<file path="src/rtl/if_pkg.sv">
// rtl/if_pkg.sv - shared types for the multi-lane instruction fetch stage
package if_pkg;

  localparam int PC_BITS_DEF    = 32;
  localparam int INSTR_BITS_DEF = 32;
  localparam int LANES_DEF      = 4;
  localparam int QDEPTH_DEF     = 4;

  typedef enum logic [1:0] {
    PEND_NONE = 2'd0,
    PEND_LOW  = 2'd1,
    PEND_HIGH = 2'd2
  } pend_e;

  typedef struct packed {
    logic [PC_BITS_DEF-1:0]              pc;
    logic [LANES_DEF*INSTR_BITS_DEF-1:0] instr;
    logic [LANES_DEF-1:0]                lane_valid;
    logic [LANES_DEF-1:0]                taken;
  } fetch_pkt_t;

endpackage

</file>
<file path="src/rtl/fetch_pkt_queue.sv">
// rtl/fetch_pkt_queue.sv - circular packet FIFO with synchronous clear
module fetch_pkt_queue #(
  parameter int  QDEPTH = 4,
  parameter type T      = logic
) (
  input  logic clk,
  input  logic rst_n,
  input  logic clear,
  input  logic push,
  input  T     push_data,
  input  logic pop,
  output T     head,
  output logic full,
  output logic empty
);

  localparam int AW = $clog2(QDEPTH);

  T               mem [QDEPTH];
  logic [AW-1:0]  wr_ptr;
  logic [AW-1:0]  rd_ptr;
  logic [AW:0]    count;

  always_ff @(posedge clk or negedge rst_n) begin
    if (!rst_n) begin
      wr_ptr <= '0;
      rd_ptr <= '0;
      count  <= '0;
    end else if (clear) begin
      wr_ptr <= '0;
      rd_ptr <= '0;
      count  <= '0;
    end else begin
      if (push) wr_ptr <= wr_ptr + AW'(1);
      if (pop)  rd_ptr <= rd_ptr + AW'(1);
      case ({push, pop})
        2'b10:   count <= count + (AW+1)'(1);
        2'b01:   count <= count - (AW+1)'(1);
        default: count <= count;
      endcase
    end
  end

  // Payload is deliberately left unreset; only the pointers define validity.
  always_ff @(posedge clk) begin
    if (push && !clear) mem[wr_ptr] <= push_data;
  end

  assign head  = mem[rd_ptr];
  assign full  = (count == (AW+1)'(QDEPTH));
  assign empty = (count == '0);

endmodule

</file>
<file path="src/rtl/if_multi_fetch.sv">
// rtl/if_multi_fetch.sv - multi-lane fetch: lane trim, PC mux, redirect hold FSM, packet queue
module if_multi_fetch
  import if_pkg::*;
#(
  parameter int PC_BITS    = PC_BITS_DEF,
  parameter int INSTR_BITS = INSTR_BITS_DEF,
  parameter int LANES      = LANES_DEF,
  parameter int QDEPTH     = QDEPTH_DEF
) (
  input  logic                          clk,
  input  logic                          rst_n,
  output logic [PC_BITS-1:0]            fetch_pc,
  output logic                          fetch_req,
  input  logic                          cache_hit,
  input  logic [$clog2(LANES):0]        cache_cnt,
  input  logic [LANES*INSTR_BITS-1:0]   fetched_data,
  input  logic [LANES-1:0]              pred_taken,
  input  logic [PC_BITS-1:0]            pred_target,
  input  logic                          flush_valid,
  input  logic [PC_BITS-1:0]            flush_pc,
  input  logic                          mispred_valid,
  input  logic [PC_BITS-1:0]            mispred_pc,
  output logic                          out_valid,
  input  logic                          out_ready,
  output logic [PC_BITS-1:0]            out_pc,
  output logic [LANES*INSTR_BITS-1:0]   out_instr,
  output logic [LANES-1:0]              out_lane_valid,
  output logic [LANES-1:0]              out_taken,
  output logic [31:0]                   perf_redirects
);

  localparam int CW = $clog2(LANES) + 1;

  typedef struct packed {
    logic [PC_BITS-1:0]          pc;
    logic [LANES*INSTR_BITS-1:0] instr;
    logic [LANES-1:0]            lane_valid;
    logic [LANES-1:0]            taken;
  } pkt_t;

  pend_e              pend, pend_nxt;
  logic [PC_BITS-1:0] saved_pc, saved_nxt, pc_nxt;
  logic               redirect, accept, pop, q_full, q_empty, count_inc;
  logic               found;
  logic [CW-1:0]      t_idx, keep;
  logic [LANES-1:0]   tk_in, mask;
  logic [PC_BITS-1:0] seq_pc, redir_pc;
  pkt_t               push_pkt, head_pkt;

  // Lowest taken lane among the valid ones ends the packet.
  always_comb begin
    found = 1'b0;
    t_idx = '0;
    for (int i = 0; i < LANES; i++) tk_in[i] = pred_taken[i] && (CW'(i) < cache_cnt);
    for (int i = LANES - 1; i >= 0; i--) begin
      if (tk_in[i]) begin
        found = 1'b1;
        t_idx = CW'(i);
      end
    end
    keep = found ? t_idx + CW'(1) : cache_cnt;
    for (int i = 0; i < LANES; i++) mask[i] = (CW'(i) < keep);
  end

  assign seq_pc   = fetch_pc + PC_BITS'({keep, 2'b00});
  assign push_pkt = '{pc: fetch_pc, instr: fetched_data, lane_valid: mask, taken: tk_in & mask};

  assign redirect  = flush_valid | mispred_valid;
  assign redir_pc  = flush_valid ? flush_pc : mispred_pc;
  assign out_valid = !q_empty && !redirect;
  assign pop       = out_valid && out_ready;
  assign fetch_req = (pend != PEND_NONE) || redirect || !q_full || pop;
  assign accept    = cache_hit && fetch_req && !redirect && (pend == PEND_NONE);

  always_comb begin
    pend_nxt  = pend;
    saved_nxt = saved_pc;
    pc_nxt    = fetch_pc;
    count_inc = 1'b0;
    if (pend == PEND_NONE) begin
      if (redirect) begin
        if (cache_hit) begin
          pc_nxt    = redir_pc;
          count_inc = 1'b1;
        end else begin
          pend_nxt  = flush_valid ? PEND_HIGH : PEND_LOW;
          saved_nxt = redir_pc;
        end
      end else if (accept) begin
        pc_nxt = found ? pred_target : seq_pc;
      end
    end else if (cache_hit) begin
      // A fresh flush always wins; a fresh mispredict only beats a held mispredict.
      if (flush_valid)                             pc_nxt = flush_pc;
      else if (mispred_valid && pend == PEND_LOW)  pc_nxt = mispred_pc;
      else                                         pc_nxt = saved_pc;
      pend_nxt  = PEND_NONE;
      count_inc = 1'b1;
    end else if (flush_valid && pend == PEND_LOW) begin
      pend_nxt  = PEND_HIGH;
      saved_nxt = flush_pc;
    end
  end

  always_ff @(posedge clk or negedge rst_n) begin
    if (!rst_n) begin
      pend           <= PEND_NONE;
      saved_pc       <= '0;
      fetch_pc       <= '0;
      perf_redirects <= '0;
    end else begin
      pend     <= pend_nxt;
      saved_pc <= saved_nxt;
      fetch_pc <= pc_nxt;
      if (count_inc && perf_redirects != '1) perf_redirects <= perf_redirects + 32'd1;
    end
  end

  fetch_pkt_queue #(.QDEPTH(QDEPTH), .T(pkt_t)) u_queue (
    .clk       (clk),
    .rst_n     (rst_n),
    .clear     (redirect),
    .push      (accept),
    .push_data (push_pkt),
    .pop       (pop),
    .head      (head_pkt),
    .full      (q_full),
    .empty     (q_empty)
  );

  assign out_pc         = head_pkt.pc;
  assign out_instr      = head_pkt.instr;
  assign out_lane_valid = head_pkt.lane_valid;
  assign out_taken      = head_pkt.taken;

  logic [LANES-1:0] lv_plus;
  assign lv_plus = out_lane_valid + LANES'(1);

  a_lane_contig: assert property (@(posedge clk) disable iff (!rst_n)
    out_valid |-> (out_lane_valid != '0) && ((out_lane_valid & lv_plus) == '0));
  a_flush_quiet: assert property (@(posedge clk) disable iff (!rst_n)
    flush_valid |-> !out_valid);
  a_cnt_range: assert property (@(posedge clk) disable iff (!rst_n)
    cache_hit |-> (cache_cnt >= CW'(1)) && (cache_cnt <= CW'(LANES)));

endmodule

</file>
<file path="config.mk">
export PLATFORM = sky130hd
export DESIGN_NAME = if_multi_fetch
export DESIGN_NICKNAME = d
export VERILOG_FILES = /design/src/rtl/if_pkg.sv /design/src/rtl/fetch_pkt_queue.sv /design/src/rtl/if_multi_fetch.sv
export SDC_FILE = /design/constraint.sdc
export NUM_CORES = 1
export LEC_CHECK = 0
export CAP_MARGIN = 30
export CORE_ASPECT_RATIO = 0.9
export CORE_MARGIN = 8
export CORE_UTILIZATION = 58
export DETAILED_ROUTE_END_ITERATION = 12
export GPL_TIMING_DRIVEN = 0
export HOLD_SLACK_MARGIN = 0.02
export PLACE_DENSITY_LB_ADDON = 0.15
export SLEW_MARGIN = 20
export SYNTH_ARGS = -nofsm -noshare
export SYNTH_HDL_FRONTEND = slang
export SYNTH_HIERARCHICAL = 1
export SYNTH_SLANG_ARGS = --single-unit
</file>
<file path="constraint.sdc">
create_clock -name clk -period 18.3 [get_ports clk]
set_input_delay 3.66 -clock clk [delete_from_list [all_inputs] [get_ports clk]]
set_output_delay 3.66 -clock clk [all_outputs]
set_load 0.01 [all_outputs]
</file>
---- Word level (Yosys, flattened, before mapping) ----
Memories as Yosys holds them, arrays and structs flattened.
Cells that the tools add are included.
cells by class
  order comparisons ....................... 8
  mux-type cells .......................... 40
  bitwise logic cells ..................... 2
  eq/ne operators ......................... 11
  reductions and logical operators ........ 31
  $add $sub $neg .......................... 7
operator list
  operator                                                    number
  two-way mux 32 bit                                          14
  adder 32 x 1 -> 32 bit (second input constant)              1
  adder 32 x 5 -> 32 bit                                      1
  inequality test 32 bit (second input constant)              1
  two-way mux 2 bit                                           11
  two-way mux 3 bit                                           5
  logical AND 1 bit                                           13
  less-than comparator 1 x 3 -> 1 bit (first input constant)  4
  less-than comparator 2 x 3 -> 1 bit (first input constant)  4
  nonzero test 2 bit                                          5
  two-way mux 1 bit                                           9
  inequality test 2 bit (second input constant)               4
  adder 3 x 1 -> 3 bit (second input constant)                2
  one-hot mux 3 bit (2 select lines)                          1
  AND reduction 3 bit                                         2
  nonzero test 3 bit                                          2
  adder 2 x 1 -> 2 bit (second input constant)                2
  bitwise AND 4 bit                                           1
  equality test 2 x 1 -> 1 bit (second input constant)        2
  AND reduction 4 bit                                         1
  equality test 3 bit (second input constant)                 1
  logical NOT 1 bit                                           3
  logical NOT 3 bit                                           1
  logical OR 1 bit                                            3
  6 further kinds                                             6
word-level totals
  word-level logic and storage cells ...... 107
  memories ................................ 1
  register bits ........................... 105
  input port bits ......................... 237
  RAM bits ................................ 672
memories
  memory       depth  width  read ports  clocked after memory_dff  wr ports  line                   RTL
  u_queue.mem  4      168    1           0                         1         fetch_pkt_queue.sv:19  T mem [QDEPTH];

---- Longest topological paths before layout ----
  depth after elaboration ................. 13
  mapped depth ............................ 16
  depth with buffers taken out ............ 14

---- By module ----
Netlist, hierarchy kept.
by module, submodules not included
  module           sequential area each (um^2)  times used  cells an instance  area an instance (um^2)
  fetch_pkt_queue  20354.5                      1           921                24659.9
  if_multi_fetch   2452.4                       1           707                6292.3

---- Worst setup path after synthesis ----
OpenSTA, ideal clock, no wires.
  path kind ............................... input -> register
  from .................................... in mispred_valid
  to ...................................... mem u_queue/mem[0][0] (netlist bit) (enable)
  setup time .............................. 0.549 ns
  cell stages on the path ................. 6
  path slack .............................. 8.807 ns
  buffers on the path ..................... 1
  required time ........................... 17.751 ns
  data arrival time ....................... 8.944 ns
  cell sequence ........................... nor4b_2 > o31ai_2 > nor2_1 > buf_2 > nor2b_1 > and2_1
between the ends
  cells in the longest elaborated chain, start to end .. 11
RTL lines
  what                                       line                                        RTL
  start: declaration                         if_multi_fetch.sv:21                        input logic mispred_valid,
  bitwise OR 1 bit *                         if_multi_fetch.sv:68                        assign redirect = flush_valid | mispred_valid;
  logical NOT 1 bit                          if_multi_fetch.sv:70, if_multi_fetch.sv:73
  logical AND 1 bit                          if_multi_fetch.sv:70                        assign out_valid = !q_empty && !redirect;
  logical AND 1 bit                          if_multi_fetch.sv:71                        assign pop = out_valid && out_ready;
  logical OR 1 bit                           if_multi_fetch.sv:72                        assign fetch_req = (pend != PEND_NONE) || redirect || !q_full || pop;
  logical AND 1 bit                          if_multi_fetch.sv:73                        assign accept = cache_hit && fetch_req && !redirect && (pend == PEND_NONE);
  logical AND 1 bit * (2 in series)          if_multi_fetch.sv:73
  via accept                                 if_multi_fetch.sv:43                        logic redirect, accept, pop, q_full, q_empty, count_inc;
  logical AND 1 bit *                        fetch_pkt_queue.sv:46                       if (push && !clear) mem[wr_ptr] <= push_data;
  two-way mux 1 bit *                        fetch_pkt_queue.sv:46
  two-way mux 1 bit (implied by the code) *  fetch_pkt_queue.sv:46
  end: declaration                           fetch_pkt_queue.sv:19
The timed path passes the listed nets; every way through them passes the cells marked *.

---- Final worst setup path ----
  from .................................... in mispred_valid
  to ...................................... out fetch_req
between the ends
  cells in the longest elaborated chain, start to end .. 5
RTL lines
  what               line                  RTL
  bitwise OR 1 bit   if_multi_fetch.sv:68
  logical NOT 1 bit  if_multi_fetch.sv:70
  logical AND 1 bit  if_multi_fetch.sv:70
  logical AND 1 bit  if_multi_fetch.sv:71
  via pop            if_multi_fetch.sv:43
  logical OR 1 bit   if_multi_fetch.sv:72
  end: declaration   if_multi_fetch.sv:13  output logic fetch_req,
The timed path passes the listed nets, and every way through them passes these cells.

==> out/metrics.cfg <==
[clock_tree]
cts_buffer_depth = 3
cts_setup_buffers = 0
ctsResizeCount = 0
ctsHoldBuffers = 0
cts-root-buf = clkbuf_16
htreeDepth = 3
cts.clk_slew.worst_paths_ns = 0.06
cts_buffers = 76
clk_latency_ns = 0.60
cts_sinks = 777
cts_tree = yes

[timing]
finalSetupViolCount = 0
finClkSkew_ns = 0.02057
slew_violations = 0
finalCritPeriodShare_pct = 52.16
slew_headroom_pct = 37.20
tns_ns = 0
hold_viol_final = 0
timing.hold.ws_ns = 0.4822
max_freq_mhz = 104.8
rsz0062_at_grt = no
fin_crit_ns = 9.545
worst_slew_pin_slew_ns = 0.9342

[critical_path]
worstSetupStartpointType = input pin
crit_path_end_kind = primary output
cp.required_ns = 14.64
r2r_start = u_queue/count[0]$_DFFE_PN0P_
r2r_slack_ns = 13.87
rr_endpoint = u_queue/mem[1][46]$_DFFE_PP_
worst-setup-path-type = input pin to primary output
critPathArrivalTime_ns = 5.88
r2r_cells = 10
critPathMaxFanout = 8

[floorplanning]
num_rows = 80
start_util_pct = 58.57
ios = 471
fp.coreArea_um2 = 52850
die_h_um = 235.2
dieWidth_um = 259.5
dieArea_um2 = 61020

[placed_design]
gp_congestion = 0.9039
dpl-instance-area_um2 = 36960
dp_hpwl_mm = 52.90
portBuffers = 469

[pwr]
intPower_mw = 2.958
powerDensity_nw_per_um2 = 95.79
p_total_mw = 3.765
p_clk_share_pct = 39.1
vdd_ir_drop_max_v = 0.00008342
switching_share_pct = 21.43
p_seq_share_pct = 53.7
leakagePower_nw = 13.09
pwr-share-comb_pct = 7.2
p_sw_uw = 807.0

[detailed_routing]
wl_per_cell_um = 25.91
drtIter0Drc = 1393
ant_nets = 0
first_pass_iters = 7
wl_mm = 76.45
route.detailed.drc = 0
num_vias = 17760
routed_via_density = 6.019

[run]
maxCapViolations = 0

[synth]
synth-seq-cells = 777
syn_avg_cell_area_um2 = 19.01
ys.flop_type = edfxtp_1
syn_nets = 1876
async_reset_ff_share_pct = 13.51
ys_seq_area_share_pct = 73.68
synth_cell_types = 70
synthCells = 1628
yosys_warnings = 6
synth_edf_count = 672
synth_area_um2 = 30950

[final_layout]
final_nets = 2440
drive_gt1_share_pct = 17.53
area_delta_synth_final_pct = 26.99
design_area_um2 = 39310

[worst_hold_path]
whs_path_depth = 2
hold_path.class = register to register
holdPathEnd = saved_pc[4]$_DFFE_PN0P_
hold_start = saved_pc[4]$_DFFE_PN0P_

[global_route]
grt_pass1_wl_mm = 113.6
antenna_found_initial = 11
grt_overflow = 0
grt_use_total_pct = 24.62
grt_max_degree = 77
grt_pass1_vias = 18270

[status]
status = finished, final reports clean

[sequential cells by signal, summed over array words and instances (netlist names)]
register,cells
u_queue/wr_ptr,2
u_queue/count,3
perf_redirects,32
u_queue/mem,672
fetch_pc,32
u_queue/rd_ptr,2
saved_pc,32
pend,2
[critical path: stages]
cell and delay (ns):
clkdlybuf4s50_1 0.53, nor4b_2 0.85, or3_1 0.25, clkdlybuf4s50_1 0.58
[final cells by class]
class | count | area (um2)
antenna | 7 | 17.52
timing repair buffer | 486 | 5119
buffer | 114 | 708.2
sequential | 777 | 22810
multi-input combinational | 725 | 7408
clock buffer | 100 | 2042
inverter | 12 | 45.04
fill | 3139 | 13540
clock inverter | 33 | 287.8
tap | 697 | 872.1
[power by group through the flow]
stage | logic, mW | registers (mW) | clock network (mW)
2_1_floorplan | 0.114 | 2.04 | 0
3_3_place_gp | 0.262 | 2.05 | 0
3_5_place_dp | 0.270 | 2.06 | 0
4_1_cts | 0.272 | 2.02 | 1.50
5_1_grt | 0.291 | 2.02 | 1.56
6_report | 0.271 | 2.02 | 1.47
[stage by stage]
stage / worst slack [ns] / cells / utilization [%]
after CTS: 8.777 / 2944 / 74.34
after detailed placement: 8.813 / 2811 / 69.93
after floorplan: 8.807 / 1628 / -
after global routing: 8.664 / 2948 / 74.36
after global placement: 4.658 / 2794 / 69.10
final: 8.755 / 2951 / 74.37
[synth_stat cells (4+ instances only)]
cell type | instances | area share [%]
buf_2 | 40 | 0.65
and2_1 | 13 | 0.26
xnor2_1 | 28 | 0.79
edfxtp_1 | 672 | 65
a22oi_1 | 6 | 0.15
inv_1 | 12 | 0.15
nand2_1 | 86 | 1.0
nor4_1 | 5 | 0.10
o21ai_0 | 68 | 1.1
a221o_1 | 4 | 0.13
nor2_1 | 64 | 0.78
a211oi_1 | 4 | 0.097
and4_1 | 7 | 0.20
a22o_1 | 4 | 0.11
nand4_1 | 10 | 0.20
o21a_1 | 4 | 0.097
and3_1 | 12 | 0.24
a31oi_1 | 19 | 0.38
o22a_1 | 4 | 0.11
nor3_1 | 13 | 0.21
nor3b_1 | 5 | 0.12
clkbuf_1 | 25 | 0.30
dfrtp_1 | 105 | 8.5
ha_1 | 9 | 0.36
nor2b_1 | 5 | 0.10
mux4_2 | 168 | 12
o2111ai_1 | 6 | 0.17
buf_4 | 33 | 0.80
a21oi_1 | 15 | 0.24
mux2i_1 | 34 | 1.1
buf_6 | 14 | 0.51
o211ai_1 | 8 | 0.19
xor2_1 | 20 | 0.57
nand3_1 | 26 | 0.42
a222oi_1 | 22 | 0.71
[layer usage]
metal | vias to the layer above | global-route usage [%] | routed length [um]
li1 | 7736 | - | -
met3 | 120 | 6.643 | 6359
met1 | 9112 | 31.69 | 29180
met4 | 8 | 6.946 | 2032
met2 | 785 | 41.16 | 38830
met5 | - | 0 | 53
[cells in the final DEF, fill, tap and decap left out, types with 12 or more instances in the layout]
cell type / instances
buf_4: 33
clkbuf_16: 76
mux4_2: 168
o21ai_0: 68
inv_1: 12
clkdlybuf4s50_1: 468
and3_1: 12
xor2_1: 20
nand3_1: 26
a31oi_1: 19
nor2_1: 64
buf_2: 40
dfrtp_1: 105
nand2_1: 86
nor3_1: 13
edfxtp_1: 672
clkbuf_1: 44
a21oi_1: 15
mux2i_1: 34
a222oi_1: 22
buf_6: 15
xnor2_1: 28
[how the worst max path moves through the flow]
stage,endpoint,depth (start not counted),start
finish,fetch_req,4,mispred_valid
detailed placement,fetch_req,4,mispred_valid
CTS,fetch_req,4,mispred_valid
global placement,u_queue/mem[0][99]$_DFFE_PP_,7,mispred_valid
global route,fetch_req,4,mispred_valid
floorplan,u_queue/mem[0][0]$_DFFE_PP_,6,mispred_valid
[cell families after synthesis]
kind of cell / share of synthesized area (%)
DFF: 73.68
adders and majority gates: 0.4932
buffers and inverters: 2.433
muxes: 13.43
and+or+nand+nor: 4.269
AOI/OAI and AO/OA: 4.329
xor gates and xnor gates: 1.358
No activity file was read; power rests on OpenSTA's default activity.
